File: src/rtl/mac_pkg.sv
// rtl/mac_pkg.sv - shared constants and FSM state type for the MAC sequencer
package mac_pkg;

    localparam int DEF_NUM_MAC   = 4;
    localparam int DEF_IN_WIDTH  = 8;
    localparam int DEF_ACC_WIDTH = 16;
    localparam int DEF_MAC_LAT   = 2;
    localparam int DEF_LEN_WIDTH = 8;

    typedef enum logic [2:0] {
        ST_IDLE    = 3'd0,
        ST_FETCH   = 3'd1,
        ST_ISSUE   = 3'd2,
        ST_CAPTURE = 3'd3,
        ST_RESULT  = 3'd4
    } state_t;

endpackage

File: src/rtl/mac_seq_ctrl.sv
// rtl/mac_seq_ctrl.sv - sequences N operand beats through an external MAC array
module mac_seq_ctrl
    import mac_pkg::*;
#(
    parameter int NUM_MAC   = DEF_NUM_MAC,
    parameter int IN_WIDTH  = DEF_IN_WIDTH,
    parameter int ACC_WIDTH = DEF_ACC_WIDTH,
    parameter int MAC_LAT   = DEF_MAC_LAT,
    parameter int LEN_WIDTH = DEF_LEN_WIDTH
) (
    input  logic                         clk,
    input  logic                         rst_n,
    input  logic                         cmd_valid,
    output logic                         cmd_ready,
    input  logic [LEN_WIDTH-1:0]         cmd_len,
    input  logic                         op_valid,
    output logic                         op_ready,
    input  logic [NUM_MAC*IN_WIDTH-1:0]  op_a,
    input  logic [NUM_MAC*IN_WIDTH-1:0]  op_b,
    output logic                         mac_en,
    output logic [NUM_MAC*IN_WIDTH-1:0]  mac_a,
    output logic [NUM_MAC*IN_WIDTH-1:0]  mac_b,
    output logic [NUM_MAC*ACC_WIDTH-1:0] mac_acc_in,
    input  logic [NUM_MAC*ACC_WIDTH-1:0] mac_acc_out,
    output logic                         res_valid,
    input  logic                         res_ready,
    output logic [NUM_MAC*ACC_WIDTH-1:0] res_data,
    output logic                         busy
);

    localparam int CW = (MAC_LAT > 1) ? $clog2(MAC_LAT) : 1;

    state_t                       state;
    logic [LEN_WIDTH-1:0]         remaining;
    logic [CW-1:0]                lat_cnt;
    logic [NUM_MAC*ACC_WIDTH-1:0] sum;

    always_ff @(posedge clk or negedge rst_n) begin
        if (!rst_n) begin
            state     <= ST_IDLE;
            remaining <= '0;
            lat_cnt   <= '0;
            sum       <= '0;
            mac_a     <= '0;
            mac_b     <= '0;
        end else begin
            case (state)
                ST_IDLE: begin
                    if (cmd_valid) begin
                        sum       <= '0;
                        remaining <= cmd_len;
                        state     <= (cmd_len == '0) ? ST_RESULT : ST_FETCH;
                    end
                end
                ST_FETCH: begin
                    if (op_valid) begin
                        mac_a   <= op_a;
                        mac_b   <= op_b;
                        lat_cnt <= '0;
                        state   <= ST_ISSUE;
                    end
                end
                ST_ISSUE: begin
                    // operands and sum stay frozen for the whole enabled window
                    if (lat_cnt == CW'(MAC_LAT - 1)) begin
                        state <= ST_CAPTURE;
                    end else begin
                        lat_cnt <= lat_cnt + CW'(1);
                    end
                end
                ST_CAPTURE: begin
                    sum       <= mac_acc_out;
                    remaining <= remaining - LEN_WIDTH'(1);
                    state     <= (remaining == LEN_WIDTH'(1)) ? ST_RESULT : ST_FETCH;
                end
                ST_RESULT: begin
                    if (res_ready) begin
                        state <= ST_IDLE;
                    end
                end
                default: state <= ST_IDLE;
            endcase
        end
    end

    assign cmd_ready  = (state == ST_IDLE);
    assign op_ready   = (state == ST_FETCH);
    assign mac_en     = (state == ST_ISSUE);
    assign res_valid  = (state == ST_RESULT);
    assign busy       = (state != ST_IDLE);
    assign mac_acc_in = sum;
    assign res_data   = sum;

endmodule

File: config.mk
export PLATFORM = sky130hd
export DESIGN_NAME = mac_seq_ctrl
export DESIGN_NICKNAME = d
export VERILOG_FILES = /design/src/rtl/mac_pkg.sv /design/src/rtl/mac_seq_ctrl.sv
export SDC_FILE = /design/constraint.sdc
export NUM_CORES = 1
export LEC_CHECK = 0
export ABC_AREA = 1
export CORE_ASPECT_RATIO = 0.8
export CORE_MARGIN = 8
export CORE_UTILIZATION = 41
export CTS_BUF_LIST = sky130_fd_sc_hd__clkbuf_4
export DETAILED_ROUTE_END_ITERATION = 6
export GPL_TIMING_DRIVEN = 0
export HOLD_SLACK_MARGIN = 0.03
export PLACE_DENSITY = 0.83
export SYNTH_ARGS = -nofsm -noshare
export SYNTH_HDL_FRONTEND = slang
export SYNTH_SLANG_ARGS = --single-unit
File: constraint.sdc
create_clock -name clk -period 1.8 [get_ports clk]
set_input_delay 0.45 -clock clk [delete_from_list [all_inputs] [get_ports clk]]
set_output_delay 0.45 -clock clk [all_outputs]
set_load 0.01 [all_outputs]
==> impl_metrics.tcl <==
set metrics [dict create \
    wl_per_cell_um 18.65 \
    dieArea_um2 19720 \
    drtIter0Drc 368 \
    finalWorstSetupSlack_ns -0.1056 \
    max-slew-margin-rel_pct 62.18 \
    fmax_ghz 0.5248 \
    core_area_um2 15060 \
    synth_area_leader_cell "dfrtp_1" \
    num_rows 40 \
    drtAntennaViolNets 0 \
    grt_pass1_wl_mm 40.57 \
    ir_worst_vdd_v 0.0009534 \
    synth_top_cell_area_share_pct 55.27 \
    finClkSkew_ns 0.02820 \
    vias 6363 \
    synth.distinct_cells 27 \
    wirelength_mm 25.72 \
    io_buffers 337 \
    grt_antenna_before_repair 2 \
    grt_pass1_vias 7130 \
    path_cells "buf_6 > nor2_4 > nand2_4 > inv_4 > buf_6" \
    cts_buffer_depth 2 \
    worstSetupStartpointType "flip-flop" \
    worst_path_most_repeated_cell "buf_6" \
    hp-class "input pin to asynchronous set/reset pin" \
    drive_above_1_share_pct 28.36 \
    io_pins 338 \
    placed_cell_area_um2 10000 \
    finalCriticalPeriod_ns 1.906 \
    post-route-period-util_pct 105.9 \
    dp_hpwl_mm 16.91 \
    synth_commonest_cells "383 x nand2_1, 140 x dfrtp_1, 65 x buf_4" \
    syn_nets 870 \
    cts_buffers 17 \
    r2r-end "mac_acc_in[61]$_DFFE_PN0P_" \
    yosysMostFrequentCell "nand2_1" \
    crit_slowest_cell "dfrtp_1" \
    critPathMaxFanout 4 \
    nNetsFinal 1297 \
    violations "negative setup slack" \
    yosysSeqAreaShare_pct 55.27 \
    ys_warn_count 0 \
    synth_area_leaders "dfrtp_1 55%, nand2_1 23%, buf_4 7.7%" \
    final_cell_area_um2 11040 \
    avgSynthCellArea_um2 8.719 \
    grt_usage_pct 26.66 \
    power_density_nw_per_um2 1834 \
    start_util_pct 42.08 \
    gp_congestion 0.8257 \
    ys_ff_latch 140 \
    regToRegSetupSlack_ns 0.06 \
    p_total_mw 20.25 \
    cts_tree "yes" \
    cts_root_buffer "clkbuf_4" \
    crit_family "flip-flops" \
    synth_edf_count 0 \
    setup.worst_path.class "flip-flop to output port" \
    clock_latency_ns 0.56 \
    cp.depth 5 \
    crit_arrival_ns 1.46 \
    die_x_um 155.0 \
    status "finished with violations" \
    cellLeakagePower_nw 6.002 \
    synthToLayoutAreaGrowth_pct 74.18 \
    firstDrtPassIters 5 \
    dieHeight_um 127.2 \
    synthFlopType "dfrtp_1" \
    cts_num_sinks 140 \
    final_hold_viol_count 0 \
    nFillCells 1069 \
    grt_overflow 0 \
    cp.required_ns 1.35 \
    grt_max_degree 84 \
    max_stage_delay_ns 0.45 \
    tightest_slew_ns 0.5674 \
    setup_viol 5 \
    cap_violations 0 \
    synth-async-reset-ratio_pct 100.0 \
    drv_slew 0 \
    drc 0 \
    rr_worst_depth 13 \
    htreeDepth 4 \
    via_per_inst 4.614 \
    synth_area_um2 6339 \
    path_buf_inv 3 \
    synth_cells 727 \
    path_clk_slew_ns 0.14 \
    rsz0062_at_grt "true" \
    crit_path_end_kind "output port" \
    rr_startpoint "state[1]$_DFFE_PN0P_" \
]
==> power by group <==
part / switching (mW) / internal [mW] / total, mW
combinational: 5.83 / 6.71 / 12.5
sequential: 1.07 / 4.67 / 5.74
clock: 1.27 / 0.696 / 1.96
total: 8.16 / 12.1 / 20.2
==> metal layers <==
layer	wire, um	vias up	global-route usage [%]
li1	-	2988	-
met1	8938	2998	27.37
met2	12820	309	46.68
met3	2935	68	11.25
met4	1029	0	12.31
met5	0	-	0
==> layout make-up <==
cell class	count	area, um^2	area share (%)
sequential	140	3506	31.75
tap	210	262.8	2.380
timing repair buffer	465	4542	41.14
buffer	35	356.6	3.230
multi-input combinational	474	2024	18.34
clock inverter	14	122.6	1.111
antenna	2	5.005	0.04533
clock buffer	18	135.1	1.224
inverter	21	86.33	0.7820
==> worst register-to-register path, stage by stage (launching register included) <==
cell and delay, ns:
dfrtp_1 0.45, buf_6 0.14, nor2_4 0.10, nand2_4 0.07, inv_4 0.06, buf_4 0.10, buf_4 0.11, nand2_4 0.06
nand2_4 0.08, inv_4 0.06, clkbuf_16 0.15, buf_12 0.14, nand2_2 0.07, nand2_1 0.06
==> through the flow <==
step / utilization [%] / cells / hold slack (ns) / setup WS [ns] / setup TNS (ns)
3_3_place_gp: 66.21 / 1274 / 0.4519 / -5.435 / -759.08
2_1_floorplan: - / 727 / 0.1544 / 0.3931 / 0
5_1_grt: 73.29 / 1379 / 0.3694 / -0.2147 / -1.920
4_1_cts: 74.49 / 1401 / 0.3626 / -0.2378 / -1.075
3_5_place_dp: 66.40 / 1275 / 0.4517 / -0.02245 / -0.02293
6_report: 73.29 / 1379 / 0.3980 / -0.1056 / -0.4003
==> cells by family (layout without fill, tap and decap cells) <==
logic type,count (synthesis),count (layout),synth area share (%)
and+or+nand+nor,456,456,29.37
buffers and inverters,113,553,13.58
adders and majority gates,2,2,0.3947
DFF,140,140,55.27
AOI/OAI and AO/OA,16,16,1.382
other,0,2,0
==> sequential cells by signal, summed over array words and instances (netlist names) <==
| name | count |
|---|---|
| remaining | 8 |
| state | 3 |
| lat_cnt | 1 |
| mac_b | 32 |
| mac_acc_in | 64 |
| mac_a | 32 |
==> worst max path at each step <==
| stage | startpoint | slack, ns | end |
|---|---|---|---|
| final | state[1]$_DFFE_PN0P_ | -0.11 | cmd_ready |
| after global routing | state[1]$_DFFE_PN0P_ | -0.21 | cmd_ready |
| after CTS | state[1]$_DFFE_PN0P_ | -0.24 | mac_en |
| after detailed placement | state[1]$_DFFE_PN0P_ | -0.02 | mac_en |
| after global placement | rst_n | -5.43 | mac_b[23]$_DFFE_PN0P_ |
| after floorplan | state[0]$_DFFE_PN0P_ | 0.39 | mac_acc_in[13]$_DFFE_PN0P_ |
==> layout by cell type (no fill, tap or decap), types with 3 or more instances in the layout <==
cell type,n
inv_2,6
buf_6,132
clkbuf_4,18
clkdlybuf4s50_1,139
nor2_4,3
buf_12,6
nand2_1,378
nand3_1,8
clkbuf_16,3
buf_2,11
inv_4,3
o21ai_0,12
clkbuf_8,3
clkbuf_2,7
clkinvlp_4,6
dfrtp_1,138
buf_4,71
nand2_4,4
inv_1,12
nor2_1,11
dlygate4sd2_1,100
nand2_2,44
clkdlybuf4s15_1,24
==> timing repair <==
action	CTS	global route
hold buffers	1	0
endpoints found under the hold margin	57	0
resized for setup	584	62
setup endpoints to repair	197	116
cloned	0	3
setup buffers	152	18
pin swaps	4	5
(Power assumes the default switching activity.)
